**src/rtl/bit_serializer_pkg.sv**
```systemverilog
// Shared state encodings and shift helper for the bit_serializer parallel-to-serial stage.
package bit_serializer_pkg;

    localparam logic [0:0] S_IDLE  = 1'b0;
    localparam logic [0:0] S_SHIFT = 1'b1;

    // Widest word the shift helper supports; callers truncate back to their own width.
    localparam int unsigned MaxWidth = 64;

    typedef logic [MaxWidth-1:0] shift_word_t;

    // Left shift keeps the low bits valid for MSB-first, right shift (zero-extended) for LSB-first.
    function automatic shift_word_t next_shift(input shift_word_t r, input logic msb_first);
        return msb_first ? (r << 1) : (r >> 1);
    endfunction

endpackage

```
**src/rtl/piso_hold_reg.sv**
```systemverilog
// One-entry holding register with full flag, parks a word accepted while the shifter is busy.
module piso_hold_reg #(
    parameter int unsigned WIDTH = 8
) (
    input  logic             clk_i,
    input  logic             reset_i,
    input  logic             wr_i,
    input  logic [WIDTH-1:0] wdata_i,
    input  logic             rd_i,
    output logic [WIDTH-1:0] rdata_o,
    output logic             full_o
);

    logic             full_q, full_d;
    logic [WIDTH-1:0] data_q, data_d;

    always_comb begin
        full_d = full_q;
        data_d = data_q;
        if (wr_i) begin
            full_d = 1'b1;
            data_d = wdata_i;
        end else if (rd_i) begin
            full_d = 1'b0;
        end
    end

    always_ff @(posedge clk_i) begin
        if (reset_i) begin
            full_q <= 1'b0;
            data_q <= '0;
        end else begin
            full_q <= full_d;
            data_q <= data_d;
        end
    end

    assign rdata_o = data_q;
    assign full_o  = full_q;

endmodule

```
**src/rtl/bit_serializer.sv**
```systemverilog
// Parallel-to-serial stage feeding the 1010 detector; one bit per clock, all outputs registered.
// Define SERIALIZER_PREFETCH_EN to add a one-entry holding register for gapless back-to-back words.
module bit_serializer
    import bit_serializer_pkg::*;
#(
    parameter int unsigned WIDTH      = 8,
    parameter bit          MSB_FIRST  = 1'b1,
    parameter bit          IDLE_LEVEL = 1'b0
) (
    input  logic             clk,
    input  logic             reset,
    input  logic [WIDTH-1:0] din,
    input  logic             load_valid,
    output logic             load_ready,
    output logic             sout,
    output logic             sout_valid,
    output logic             busy,
    output logic             done
);

    localparam int unsigned    CntW    = $clog2(WIDTH);
    localparam logic [CntW-1:0] CntLast = CntW'(WIDTH - 1);

    logic [0:0]       state_q, state_d;
    logic [WIDTH-1:0] shreg_q, shreg_d;
    logic [CntW-1:0]  cnt_q, cnt_d;
    logic             sout_q, sout_d;
    logic             sout_valid_q, sout_valid_d;
    logic             busy_q, busy_d;
    logic             done_q, done_d;

    logic             accept;
    logic             load_now;
    logic [WIDTH-1:0] load_word;
    logic [WIDTH-1:0] shifted;

    function automatic logic first_bit(input logic [WIDTH-1:0] w);
        return MSB_FIRST ? w[WIDTH-1] : w[0];
    endfunction

    assign accept  = load_valid & load_ready;
    assign shifted = WIDTH'(next_shift(shift_word_t'(shreg_q), MSB_FIRST));

`ifdef SERIALIZER_PREFETCH_EN
    logic             last_bit;
    logic             hold_wr, hold_rd, hold_full;
    logic [WIDTH-1:0] hold_data;

    assign last_bit = (state_q == S_SHIFT) && (cnt_q == '0);
    // Mid-word accepts park in the hold reg; IDLE and last-bit accepts bypass it.
    assign hold_wr   = accept && (state_q == S_SHIFT) && (cnt_q != '0);
    assign hold_rd   = last_bit && hold_full;
    assign load_now  = (accept && (state_q == S_IDLE)) || (last_bit && (hold_full || accept));
    assign load_word = hold_full ? hold_data : din;

    piso_hold_reg #(
        .WIDTH (WIDTH)
    ) u_hold (
        .clk_i   (clk),
        .reset_i (reset),
        .wr_i    (hold_wr),
        .wdata_i (din),
        .rd_i    (hold_rd),
        .rdata_o (hold_data),
        .full_o  (hold_full)
    );

    assign load_ready = ~hold_full;
`else
    logic load_ready_q;

    assign load_now  = accept;
    assign load_word = din;

    always_ff @(posedge clk) begin
        if (reset) begin
            load_ready_q <= 1'b1;
        end else begin
            load_ready_q <= (state_d == S_IDLE);
        end
    end

    assign load_ready = load_ready_q;
`endif

    always_comb begin
        state_d      = state_q;
        shreg_d      = shreg_q;
        cnt_d        = cnt_q;
        sout_d       = sout_q;
        sout_valid_d = sout_valid_q;
        busy_d       = busy_q;
        done_d       = 1'b0;
        if (load_now) begin
            state_d      = S_SHIFT;
            shreg_d      = load_word;
            cnt_d        = CntLast;
            sout_d       = first_bit(load_word);
            sout_valid_d = 1'b1;
            busy_d       = 1'b1;
        end else if (state_q == S_SHIFT) begin
            if (cnt_q == '0) begin
                state_d      = S_IDLE;
                sout_d       = IDLE_LEVEL;
                sout_valid_d = 1'b0;
                busy_d       = 1'b0;
            end else begin
                shreg_d = shifted;
                cnt_d   = cnt_q - CntW'(1);
                sout_d  = first_bit(shifted);
                done_d  = (cnt_q == CntW'(1));
            end
        end
    end

    always_ff @(posedge clk) begin
        if (reset) begin
            state_q      <= S_IDLE;
            shreg_q      <= '0;
            cnt_q        <= '0;
            sout_q       <= IDLE_LEVEL;
            sout_valid_q <= 1'b0;
            busy_q       <= 1'b0;
            done_q       <= 1'b0;
        end else begin
            state_q      <= state_d;
            shreg_q      <= shreg_d;
            cnt_q        <= cnt_d;
            sout_q       <= sout_d;
            sout_valid_q <= sout_valid_d;
            busy_q       <= busy_d;
            done_q       <= done_d;
        end
    end

    assign sout       = sout_q;
    assign sout_valid = sout_valid_q;
    assign busy       = busy_q;
    assign done       = done_q;

endmodule

```
**config.mk**
```make
export PLATFORM = sky130hd
export DESIGN_NAME = bit_serializer
export DESIGN_NICKNAME = d
export VERILOG_FILES = /design/src/rtl/bit_serializer_pkg.sv /design/src/rtl/piso_hold_reg.sv /design/src/rtl/bit_serializer.sv
export SDC_FILE = /design/constraint.sdc
export NUM_CORES = 1
export LEC_CHECK = 0
export CORE_MARGIN = 3
export CORE_UTILIZATION = 43
export DETAILED_ROUTE_END_ITERATION = 16
export PLACE_DENSITY = 0.73
export SETUP_SLACK_MARGIN = 0.3
export SKIP_CTS_REPAIR_TIMING = 1
export SLEW_MARGIN = 10
export SYNTH_ARGS = -nofsm -noshare
export SYNTH_HDL_FRONTEND = slang
export SYNTH_SLANG_ARGS = --single-unit
```
**constraint.sdc**
```tcl
create_clock -name clk -period 1.4 [get_ports clk]
set_input_delay 0.28 -clock clk [delete_from_list [all_inputs] [get_ports clk]]
set_output_delay 0.28 -clock clk [all_outputs]
set_load 0.02 [all_outputs]
```
==> impl_metrics.py <==
metrics = {
    "run_status": {
        "status": "finished clean",
    },
    "logic_synthesis": {
        "syn_area_um2": 728,
        "syn_area_per_cell_um2": 9.22,
        "seq_area_frac_synth_pct": 41.2,
        "synth_nets": 93,
        "ys_seq_elements": 15,
        "yosysWarnings": 0,
        "ys_types": 29,
        "syn_inst": 79,
    },
    "die": {
        "core-area_mm2": 0.00154,
        "io_pins": 16,
        "die-area_mm2": 0.00222,
        "fp.dieH_um": 47.2,
        "rows": 14,
        "initial_core_util_pct": 47.2,
        "die_x_um": 47.2,
    },
    "sta": {
        "fin_crit_sh_pct": 93.2,
        "maxSlewViolCount": 0,
        "period_needed_ns": 1.31,
        "rsz0062_at_grt": "yes",
        "timing.fmax_mhz": 766,
        "clock-skew-final_ns": 0.00508,
        "layout_setup_ws_ns": 0.0949,
        "setup_viol": 0,
        "setup_tns_ns": 0,
        "hold_viol_final": 0,
        "max_slew.worst_pin.slew_ns": 0.348,
        "slew_headroom_pct": 76.7,
    },
    "final_layout": {
        "final_layout_size_suffix_gt1_share_pct": 40.8,
        "final_cell_mix": "11 x dfxtp_1, 11 x buf_4, 10 x nor2_1, 10 x clkdlybuf4s50_1",
        "fin_util_pct": 69.3,
        "area_growth_pct": 46.7,
        "final_cells": 119,
        "antennaDiodeCount": 0,
        "nets": 118,
        "stdcell_area_mm2": 0.00107,
        "nFillCells": 121,
    },
    "global_route": {
        "grt_overflow_total": 0,
        "antenna_found_initial": 0,
        "grt_use_total_pct": 15.8,
        "grt_max_degree": 12,
        "first_global_vias": 576,
        "grt_pass1_wl_mm": 2.46,
    },
    "placed_design": {
        "port_buffers": 15,
        "hpwl_mm": 1.09,
        "place_ws_ns": -0.137,
        "dp.cells": 112,
        "place_congestion": 0.749,
        "dpl_cell_area_um2": 971,
    },
    "detailed_routing": {
        "viasPerCell": 5.75,
        "drtIter0Drc": 8,
        "wirelength_mm": 1.70,
        "postRouteAntennaNets": 0,
        "dr.pass1.iters": 4,
        "num_vias": 684,
        "wl_per_cell_um": 14.3,
        "drc": 0,
    },
    "clock_tree": {
        "clockRootBuffer": "clkbuf_4",
        "clock_path_buffers": 2,
        "htreeDepth": 1,
        "clkSinkCount": 15,
        "cts_tree": "yes",
        "cts_buffers": 3,
        "clock_latency_ns": 0.29,
        "clk_pin_slew_ns": 0.08,
    },
    "worst_hold_path": {
        "holdPathEnd": "busy$_SDFFE_PP0P_",
        "hold_depth": 2,
        "worst_hold_startpoint": "busy$_SDFFE_PP0P_",
        "hold_class": "register to register",
    },
    "run": {
        "cap_violations": 0,
    },
    "setup_path": {
        "end_kind": "register",
        "cp.arrival_ns": 1.47,
        "cp_max_fo": 5,
        "criticalPathCategory": "input port to register",
        "r2r_cells": 6,
        "critPathRequiredTime_ns": 1.56,
        "r2r_start": "cnt_q[1]$_SDFFE_PP0P_",
        "start_kind": "input port",
        "timing.rr.end": "shreg_q[6]$_SDFFE_PP0P_",
        "reg2reg_slack_ns": 0.10,
    },
    "power": {
        "leakagePower_nw": 0.417,
        "vdd_drop_max_v": 0.000678,
        "powerDensity_mw_per_mm2": 1060,
    },
}
## critical path, cell delays in order
cell and delay (ns):
clkdlybuf4s50_1 0.43, and2_2 0.24, buf_4 0.17, nor4_2 0.30, a2111oi_4 0.05
## registers in the layout, summed over array words and instances, names as in the netlist
name and cells:
shreg_q 7, cnt_q 3, busy 1, done 1
load_ready 1, sout 1, state_q 1
## cell type report
| class | count | area, µm² | area share [%] |
|---|---|---|---|
| inverters | 3 | 13.8 | 1.29 |
| repair buffers | 27 | 256 | 24.0 |
| clock buffers | 4 | 26.3 | 2.46 |
| multi-input cells | 54 | 447 | 41.8 |
| flip-flops and latches | 15 | 305 | 28.6 |
| well taps | 16 | 20.0 | 1.87 |
## power by group
part           switching (mW)  leakage (nW)  internal, mW  total, mW
Combinational           0.182         0.278         0.192      0.374
Clock                   0.140        0.0150         0.111      0.251
Sequential             0.0358         0.125         0.472      0.507
## worst max path at each step
stage | start | endpoint | cells past startpoint
3_3_place_gp | load_valid | shreg_q[6]$_SDFFE_PP0P_ | 4
4_1_cts | busy$_SDFFE_PP0P_ | busy | 1
5_1_grt | cnt_q[0]$_SDFFE_PP0P_ | shreg_q[1]$_SDFFE_PP0P_ | 6
6_report | load_valid | shreg_q[5]$_SDFFE_PP0P_ | 5
3_5_place_dp | load_valid | shreg_q[6]$_SDFFE_PP0P_ | 4
2_1_floorplan | cnt_q[1]$_SDFFE_PP0P_ | shreg_q[6]$_SDFFE_PP0P_ | 6
## routing by layer
layer	global-route usage [%]	part of all wire [%]	vias to the layer above
li1	-	-	334
met1	18.8	40	326
met2	27.4	52	21
met3	5.75	6.4	3
met4	3.31	0.82	0
met5	0	0	-
## Yosys cell counts (all sizes together)
master / number / area [µm²]
nor2: 11 / 41.3
nand2: 4 / 22.5
a31oi: 1 / 6.26
and2: 1 / 6.26
nor4: 2 / 12.5
a21o: 1 / 7.51
buf: 6 / 46.3
dfxtp: 15 / 300
nor3: 1 / 5.00
a211oi: 3 / 22.5
a2111oi: 3 / 45.0
o21ai: 5 / 25.0
mux2i: 1 / 10.0
nor2b: 1 / 6.26
a311oi: 4 / 47.6
nand3b: 1 / 7.51
inv: 3 / 11.3
ha: 3 / 37.5
o211ai: 1 / 7.51
a21oi: 5 / 25.0
nand2b: 1 / 6.26
nand3: 5 / 25.0
clkbuf: 1 / 3.75
## stage by stage
step                power [mW]  hold WS (ns)
global placement         0.827         0.461
global route              1.20         0.513
detailed placement       0.832         0.471
floorplan                0.710         0.349
finish                    1.13         0.496
CTS                       1.08         0.483
## kinds of logic after synthesis
kind of cell	synth area share [%]
and+or+nand+nor	18.2
AOI/OAI and AO/OA	25.6
DFF	41.2
buffers and inverters	8.42
adders and majority gates	5.16
muxes	1.37
(Power assumes the default switching activity.)
